### src/rtl/multiplier_unit_cu_if.sv
// -----------------------------------------------------------------------------
// multiplier_unit_cu_if
//   Operand/result handshake bundle between a requester and the multiplier
//   control unit.
//
//   in_valid    requester offers an operand pair
//   in_ready    control unit can accept an operand pair
//   in_usigned  1 = unsigned multiply, 0 = signed multiply
//   in_a        multiplier operand
//   in_b        multiplicand operand
//   out_valid   datapath product register holds the result
//   out_ready   requester accepts the result
//
//   master : requester side
//   slave  : control unit side
// -----------------------------------------------------------------------------
interface multiplier_unit_cu_if #(
    parameter int PARALLELISM = 32
);
    logic                   in_valid;
    logic                   in_ready;
    logic                   in_usigned;
    logic [PARALLELISM-1:0] in_a;
    logic [PARALLELISM-1:0] in_b;
    logic                   out_valid;
    logic                   out_ready;

    modport master (
        output in_valid,
        output in_usigned,
        output in_a,
        output in_b,
        output out_ready,
        input  in_ready,
        input  out_valid
    );

    modport slave (
        input  in_valid,
        input  in_usigned,
        input  in_a,
        input  in_b,
        input  out_ready,
        output in_ready,
        output out_valid
    );
endinterface

### src/rtl/multiplier_unit_cu.sv
// -----------------------------------------------------------------------------
// multiplier_unit_cu
//   Control unit for the radix-2 carry-save multiplier datapath
//   (MultiplierUnitDP). Accepts one operand pair at a time, holds the operands
//   stable for the datapath, sequences every datapath strobe from a Moore FSM
//   and returns the result through a valid/ready handshake. A watchdog moves
//   the controller into a sticky error state if the datapath terminal count
//   never arrives.
//
// Parameters
//   PARALLELISM  operand width, must match the datapath
//   MAX_ITER     watchdog limit on ITER cycles (> 32)
//
// Ports
//   clk                  rising-edge clock
//   rst                  asynchronous active-high reset
//   bus (slave)          in_valid/in_ready/in_usigned/in_a/in_b,
//                        out_valid/out_ready
//   err                  sticky watchdog error
//   usigned              registered signedness select to the datapath
//   multiplier           registered multiplier operand to the datapath
//   multiplicand         registered multiplicand operand to the datapath
//   csa_clear .. prod_en datapath strobes
//   tc                   datapath terminal count (only observed in ITER)
//   abort                optional, present when MULT_CU_ABORT_EN is defined:
//                        cancels an operation in CLEAR..FINAL
//
// Build option
//   MULT_CU_ABORT_EN     adds the abort input port
// -----------------------------------------------------------------------------
module multiplier_unit_cu #(
    parameter int PARALLELISM = 32,
    parameter int MAX_ITER    = 40
) (
    input  logic                   clk,
    input  logic                   rst,
    multiplier_unit_cu_if.slave    bus,
    output logic                   err,
    output logic                   usigned,
    output logic [PARALLELISM-1:0] multiplier,
    output logic [PARALLELISM-1:0] multiplicand,
    output logic                   csa_clear,
    output logic                   multiplicand_en,
    output logic                   notMultiplicand_en,
    output logic                   sumMux_sel,
    output logic                   sum_en,
    output logic                   carry_en,
    output logic                   leftAddMux_sel,
    output logic                   count_en,
    output logic                   prod_en,
    input  logic                   tc
`ifdef MULT_CU_ABORT_EN
    ,
    input  logic                   abort
`endif
);

    localparam int WD_W = $clog2(MAX_ITER);

    localparam logic [2:0] IDLE  = 3'd0;
    localparam logic [2:0] CLEAR = 3'd1;
    localparam logic [2:0] LOADM = 3'd2;
    localparam logic [2:0] FIRST = 3'd3;
    localparam logic [2:0] ITER  = 3'd4;
    localparam logic [2:0] FINAL = 3'd5;
    localparam logic [2:0] DONE  = 3'd6;
    localparam logic [2:0] ERR   = 3'd7;

    logic [2:0]      state;
    logic [2:0]      stateNext;
    logic            armed;
    logic [WD_W-1:0] wdCount;
    logic            accept;
    logic            abortReq;
    logic            wdExpired;

`ifdef MULT_CU_ABORT_EN
    assign abortReq = abort;
`else
    assign abortReq = 1'b0;
`endif

    // The state register resets to IDLE, but in_ready must stay low while rst
    // is asserted; armed holds it off until the first edge after release.
    assign bus.in_ready  = (state == IDLE) && armed;
    assign bus.out_valid = (state == DONE);
    assign err           = (state == ERR);

    assign accept    = (state == IDLE) && armed && bus.in_valid;
    assign wdExpired = (wdCount == WD_W'(MAX_ITER - 1));

    always_comb begin
        stateNext = state;
        case (state)
            IDLE:  if (accept) stateNext = CLEAR;
            CLEAR: stateNext = abortReq ? IDLE : LOADM;
            LOADM: stateNext = abortReq ? IDLE : FIRST;
            FIRST: stateNext = abortReq ? IDLE : ITER;
            ITER: begin
                // abort outranks tc, tc outranks the watchdog
                if (abortReq)       stateNext = IDLE;
                else if (tc)        stateNext = FINAL;
                else if (wdExpired) stateNext = ERR;
                else                stateNext = ITER;
            end
            FINAL: stateNext = abortReq ? IDLE : DONE;
            DONE:  if (bus.out_ready) stateNext = IDLE;
            ERR:   stateNext = ERR;
            default: stateNext = IDLE;
        endcase
    end

    always_ff @(posedge clk or posedge rst) begin
        if (rst) begin
            state        <= IDLE;
            armed        <= 1'b0;
            wdCount      <= '0;
            usigned      <= 1'b0;
            multiplier   <= '0;
            multiplicand <= '0;
        end else begin
            state <= stateNext;
            armed <= 1'b1;
            if (accept) begin
                usigned      <= bus.in_usigned;
                multiplier   <= bus.in_a;
                multiplicand <= bus.in_b;
                wdCount      <= '0;
            end else if ((state == ITER) && !tc && !abortReq && !wdExpired) begin
                wdCount <= wdCount + WD_W'(1);
            end
        end
    end

    // Moore strobe decode: state only, never tc or abort.
    always_comb begin
        csa_clear          = 1'b0;
        multiplicand_en    = 1'b0;
        notMultiplicand_en = 1'b0;
        sumMux_sel         = 1'b0;
        sum_en             = 1'b0;
        carry_en           = 1'b0;
        leftAddMux_sel     = 1'b0;
        count_en           = 1'b0;
        prod_en            = 1'b0;
        case (state)
            CLEAR: csa_clear = 1'b1;
            LOADM: begin
                multiplicand_en    = 1'b1;
                notMultiplicand_en = 1'b1;
            end
            FIRST: sum_en = 1'b1;
            ITER: begin
                sumMux_sel     = 1'b1;
                sum_en         = 1'b1;
                carry_en       = 1'b1;
                leftAddMux_sel = 1'b1;
                count_en       = 1'b1;
            end
            FINAL: begin
                leftAddMux_sel = 1'b1;
                prod_en        = 1'b1;
            end
            default: ;
        endcase
    end

endmodule

### src/flat_wrapper.sv
// flat-port wrapper written by rule: the top's interface ports become plain ports
module multiplier_unit_cu_flat 
#(
    parameter int PARALLELISM = 32,
    parameter int MAX_ITER    = 40
)
  (clk, rst, err, usigned, multiplier, multiplicand, csa_clear, multiplicand_en, notMultiplicand_en, sumMux_sel, sum_en, carry_en, leftAddMux_sel, count_en, prod_en, tc, bus_in_valid, bus_in_usigned, bus_in_a, bus_in_b, bus_out_ready, bus_in_ready, bus_out_valid);
  multiplier_unit_cu_if #(.PARALLELISM(PARALLELISM)) bus_i ();
  input  logic clk;
  input  logic rst;
  output logic err;
  output logic usigned;
  output logic [PARALLELISM-1:0] multiplier;
  output logic [PARALLELISM-1:0] multiplicand;
  output logic csa_clear;
  output logic multiplicand_en;
  output logic notMultiplicand_en;
  output logic sumMux_sel;
  output logic sum_en;
  output logic carry_en;
  output logic leftAddMux_sel;
  output logic count_en;
  output logic prod_en;
  input  logic tc;
  input wire logic [$bits(bus_i.in_valid)-1:0] bus_in_valid;
  input wire logic [$bits(bus_i.in_usigned)-1:0] bus_in_usigned;
  input wire logic [$bits(bus_i.in_a)-1:0] bus_in_a;
  input wire logic [$bits(bus_i.in_b)-1:0] bus_in_b;
  input wire logic [$bits(bus_i.out_ready)-1:0] bus_out_ready;
  output wire logic [$bits(bus_i.in_ready)-1:0] bus_in_ready;
  output wire logic [$bits(bus_i.out_valid)-1:0] bus_out_valid;
  assign bus_i.in_valid = bus_in_valid;
  assign bus_i.in_usigned = bus_in_usigned;
  assign bus_i.in_a = bus_in_a;
  assign bus_i.in_b = bus_in_b;
  assign bus_i.out_ready = bus_out_ready;
  assign bus_in_ready = bus_i.in_ready;
  assign bus_out_valid = bus_i.out_valid;
  multiplier_unit_cu #(.PARALLELISM(PARALLELISM), .MAX_ITER(MAX_ITER)) u_core (.clk(clk), .rst(rst), .bus(bus_i), .err(err), .usigned(usigned), .multiplier(multiplier), .multiplicand(multiplicand), .csa_clear(csa_clear), .multiplicand_en(multiplicand_en), .notMultiplicand_en(notMultiplicand_en), .sumMux_sel(sumMux_sel), .sum_en(sum_en), .carry_en(carry_en), .leftAddMux_sel(leftAddMux_sel), .count_en(count_en), .prod_en(prod_en), .tc(tc));
endmodule
### config.mk
export PLATFORM = sky130hd
export DESIGN_NAME = multiplier_unit_cu_flat
export DESIGN_NICKNAME = d
export VERILOG_FILES = /design/src/rtl/multiplier_unit_cu_if.sv /design/src/rtl/multiplier_unit_cu.sv /design/src/flat_wrapper.sv
export SDC_FILE = /design/constraint.sdc
export NUM_CORES = 1
export LEC_CHECK = 0
export CORE_ASPECT_RATIO = 0.75
export CORE_MARGIN = 1.5
export CORE_UTILIZATION = 42
export CTS_BUF_LIST = sky130_fd_sc_hd__clkbuf_4 sky130_fd_sc_hd__clkbuf_8
export DETAILED_ROUTE_END_ITERATION = 12
export PLACE_DENSITY = 0.82
export SLEW_MARGIN = 30
export SYNTH_ARGS = -nofsm -noshare
export SYNTH_HDL_FRONTEND = slang
export SYNTH_SLANG_ARGS = --single-unit
### constraint.sdc
create_clock -name clk -period 2.7 [get_ports clk]
set_clock_uncertainty 0.05 [all_clocks]
set_input_delay 0.27 -clock clk [delete_from_list [all_inputs] [get_ports clk]]
set_output_delay 0.27 -clock clk [all_outputs]
set_load 0.03 [all_outputs]
* Word level (Yosys, flattened, before mapping)
Index checks and enable logic that the tools add are counted.
** Storage, ports and cells
- Register bits :: 75
- Input port bits :: 70
- Output and inout bits :: 77
- Word-level logic and storage cells :: 41
** Cells by class
- $add $sub $neg :: 1
- Equality and inequality tests :: 10
- Multiplexer cells :: 13
- Reductions and logical operators :: 11
** Operators with widths (number)
- 3-bit one-hot mux with 8 select lines :: 1
- 3-bit equality test (second input constant) :: 4
- 6-bit two-way mux :: 2
- 3-bit two-way mux :: 3
- 6-bit by 1-bit adder with 6-bit output (second input constant) :: 1
- 3-bit by 2-bit equality test with 1-bit output (second input constant) :: 2
- 6-bit equality test (second input constant) :: 1
- 1-bit two-way mux :: 6
- 1-bit logical AND :: 4
- 2-bit OR reduction :: 2
- 3-bit by 1-bit equality test with 1-bit output (second input constant) :: 1
- 3-bit logical NOT :: 1
- 1-bit logical NOT :: 2
- 2-bit two-way mux :: 1
- 2-bit by 1-bit != test with 1-bit output (second input constant) :: 1
- 2-bit != test (second input constant) :: 1
- 2-bit AND reduction :: 1
- 2-bit nonzero test :: 1

* Longest topological paths before layout
- Word-level depth :: 5
- Gate-level depth with buffers :: 7
- Depth with buffers taken out :: 4

* Least setup slack after synthesis
No wires, ideal clock.
- Path kind :: reg2out
- From :: register u_core.state[0]
- To :: output notMultiplicand_en
- Arrival time :: 1.601 ns
- Path slack :: 0.779 ns
- Stages on the path, launching flop included :: 4
- Path buffers :: 2
- Cell sequence :: dfrtp_1 -> clkbuf_1 -> nor3_1 -> buf_4
** On the way
- Cells in the longest elaborated chain, start to end :: 2
** RTL lines
- start: declaration :: line multiplier_unit_cu.sv:69 : logic [2:0] state;
- start signal: assignment :: line multiplier_unit_cu.sv:122 : state <= stateNext;
- 3-bit by 2-bit equality test with 1-bit output
- 1-bit two-way mux
- end: declaration :: line flat_wrapper.sv:17 : output logic notMultiplicand_en;
No other way between the ends.

==> impl_metrics.tcl <==
set metrics [dict create \
    outcome "finished clean" \
    fin_crit_ns 2.452 \
    cts_buffers 9 \
    post-synth-top-count-cell "dfrtp_1" \
    synthArstFlopShare_pct 100.0 \
    avgSynthCellArea_sq_um 15.09 \
    synth-edff-count 0 \
    slowest_stage "clkdlybuf4s50_1" \
    grt_start_max_net_pins 36 \
    cts_resized 0 \
    std_cell_rows 27 \
    viasPerCell 4.815 \
    core_sq_um 7297 \
    synth_fp_nets 280 \
    diodes 0 \
    clk_latency_ns 0.33 \
    wl_um 7309 \
    initial_core_util_pct 43.21 \
    max_cap_violations 0 \
    postCtsSetupRepairBufs 0 \
    die_x_um 103.0 \
    max_clock_freq_mhz 407.8 \
    clk_pin_slew_worst_paths_ns 0.08 \
    cts_tree "built" \
    slew-limit-headroom_pct 58.64 \
    gr-usage-all-layers_pct 18.87 \
    synth-seq-cells 75 \
    worstSetupPathType "reg -> out" \
    hpwl_um 5495 \
    synth.largest_area_cell "dfrtp_1" \
    setup_violations 0 \
    cts_htree_levels 3 \
    reg2regPathDepth 4 \
    synthCells 209 \
    min_path_type "in -> async" \
    finalMaxSlewViolations 0 \
    ctsHoldBuffers 0 \
    area_growth_pct 55.08 \
    place_congestion 0.7562 \
    drtIter0Drc 47 \
    r2r_end "u_core.multiplicand[28]" \
    drive_gt1_share_pct 24.79 \
    die_height_um 78.04 \
    synth_top_area_share_pct 59.52 \
    first_pass_iters 4 \
    vias 2215 \
    critical_path.max_stage_delay_ns 0.70 \
    max-vdd-ir-drop_uv 598.1 \
    crit_path_max_fanout 12 \
    clock-root-buffer "clkbuf_8" \
    ys_warn_count 0 \
    postRouteAntennaNets 0 \
    clockBufferDepth 2 \
    placedInstanceArea_sq_um 4693 \
    place_inst 445 \
    first_global_vias 2314 \
    rrSetupSlack_ns 0.48 \
    synthTopCellsByArea "dfrtp_1 (60%), mux2_4 (13%), mux2_2 (13%)" \
    yosysSeqAreaShare_pct 59.52 \
    tns_ns 0 \
    clock-sinks 75 \
    io_pins 147 \
    fin_nets 426 \
    synth.distinct_cells 37 \
    dieArea_sq_um 8041 \
    crit_path_end_kind "output pin" \
    grt-ovfl-total 0 \
    tightest_slew_ns 0.6118 \
    yosys_most_used_dff "dfrtp_1" \
    drc 0 \
    grt_pass1_wl_um 11510 \
    synth_area_sq_um 3153 \
    portBuffers 146 \
    crit_chain "or2_0 > nor3b_1 > clkdlybuf4s50_1" \
    p_per_area_nw_per_um2 1268 \
    min_period_over_period_pct 90.82 \
    hold_viol 0 \
    crit_required_ns 2.38 \
    final_cells 460 \
    wire_per_inst_um 15.89 \
    cellLeakagePower_nw 2.217 \
    rsz0062_at_grt "no" \
    design_area_sq_um 4890 \
    cp-start-kind "register" \
    antenna_found_initial 0 \
    worstPathArrival_ns 2.13 \
    yosys-top-cells-count "dfrtp_1 (75), mux2_2 (37), mux2_4 (28)" \
]
[worst max path at each step]
stage | startpoint | to | cells past startpoint
after floorplan | rst | async pin | 1
after global placement | bus_in_valid | u_core.multiplicand[28] | 5
after detailed placement | bus_in_valid | u_core.multiplicand[29] | 5
after CTS | register | bus_in_ready | 3
after global routing | register | bus_in_ready | 3
final | register | bus_in_ready | 3
[cells in the final DEF (no fill, tap or decap), types with 2 or more instances in the layout]
cell             instances
inv_1                    4
mux2_4                  28
mux2i_1                  4
a21o_1                   2
o21ai_0                  6
dfrtp_1                 75
nand2_1                  6
buf_12                   2
or3b_2                   2
mux2_2                  37
buf_4                    2
clkbuf_8                10
clkdlybuf4s50_1        146
nor2_1                   6
[cell families (layout without fill, tap and decap cells)]
kind of cell    count (synthesis)  in the layout  synth area share [%]
buf+inv                        20            170                 3.929
fa+ha+maj                       1              1                0.3968
mux                            69             69                 27.82
flops                          75             75                 59.52
compound gates                 17             17                 3.651
simple gates                   26             26                 4.564
other cells                     1              1                0.1189
[where the power goes]
| group | switching [mW] | total, mW | internal, mW | leakage [nW] |
|---|---|---|---|---|
| Sequential | 0.352 | 2.01 | 1.65 | 0.917 |
| Clock | 0.384 | 0.842 | 0.458 | 0.0988 |
| Combinational | 1.72 | 3.35 | 1.63 | 1.20 |
| Total | 2.45 | 6.20 | 3.74 | 2.22 |
[cell type report]
| class | count | area (sq um) |
|---|---|---|
| inverters | 5 | 18.77 |
| well taps | 101 | 126.4 |
| clock buffers | 11 | 145.1 |
| repair buffers | 150 | 1516 |
| multi-input cells | 114 | 1155 |
| fillers | 568 | 2407 |
| clock inverters | 4 | 51.30 |
| flip-flops and latches | 75 | 1877 |
[registers in the layout (all words and copies together), names as in the netlist, named ones only]
name                 cells
u_core.usigned           1
u_core.multiplicand     32
u_core.armed             1
u_core.multiplier       32
u_core.state             2
u_core.wdCount           6
[stage by stage]
stage / worst slack (ns) / hold WS, ns / util (%) / total power, mW
2_1_floorplan: 0.4700 / 0.3685 / - / 4.003
3_3_place_gp: 0.5743 / 0.4244 / 64.32 / 5.303
3_5_place_dp: 0.4949 / 0.4409 / 64.32 / 5.391
4_1_cts: 0.2157 / 0.2949 / 67.01 / 6.262
5_1_grt: 0.1290 / 0.3354 / 67.01 / 6.523
6_report: 0.2480 / 0.2902 / 67.01 / 6.199
[per-layer routing]
layer	part of all wire (%)	track usage, %	up-vias
met5	0	0	-
met4	0.81	6.081	0
met3	9.5	6.768	9
met2	47	30.92	100
met1	42	23.25	1083
li1	-	-	1023
[critical path: cells and delay by family (launching register included)]
| family | cells | cell delay [ns] |
|---|---|---|
| and+or+nand+nor | 2 | 0.60 |
| DFF | 1 | 0.50 |
| buffers and inverters | 1 | 0.70 |
No activity file was read; power rests on OpenSTA's default activity.
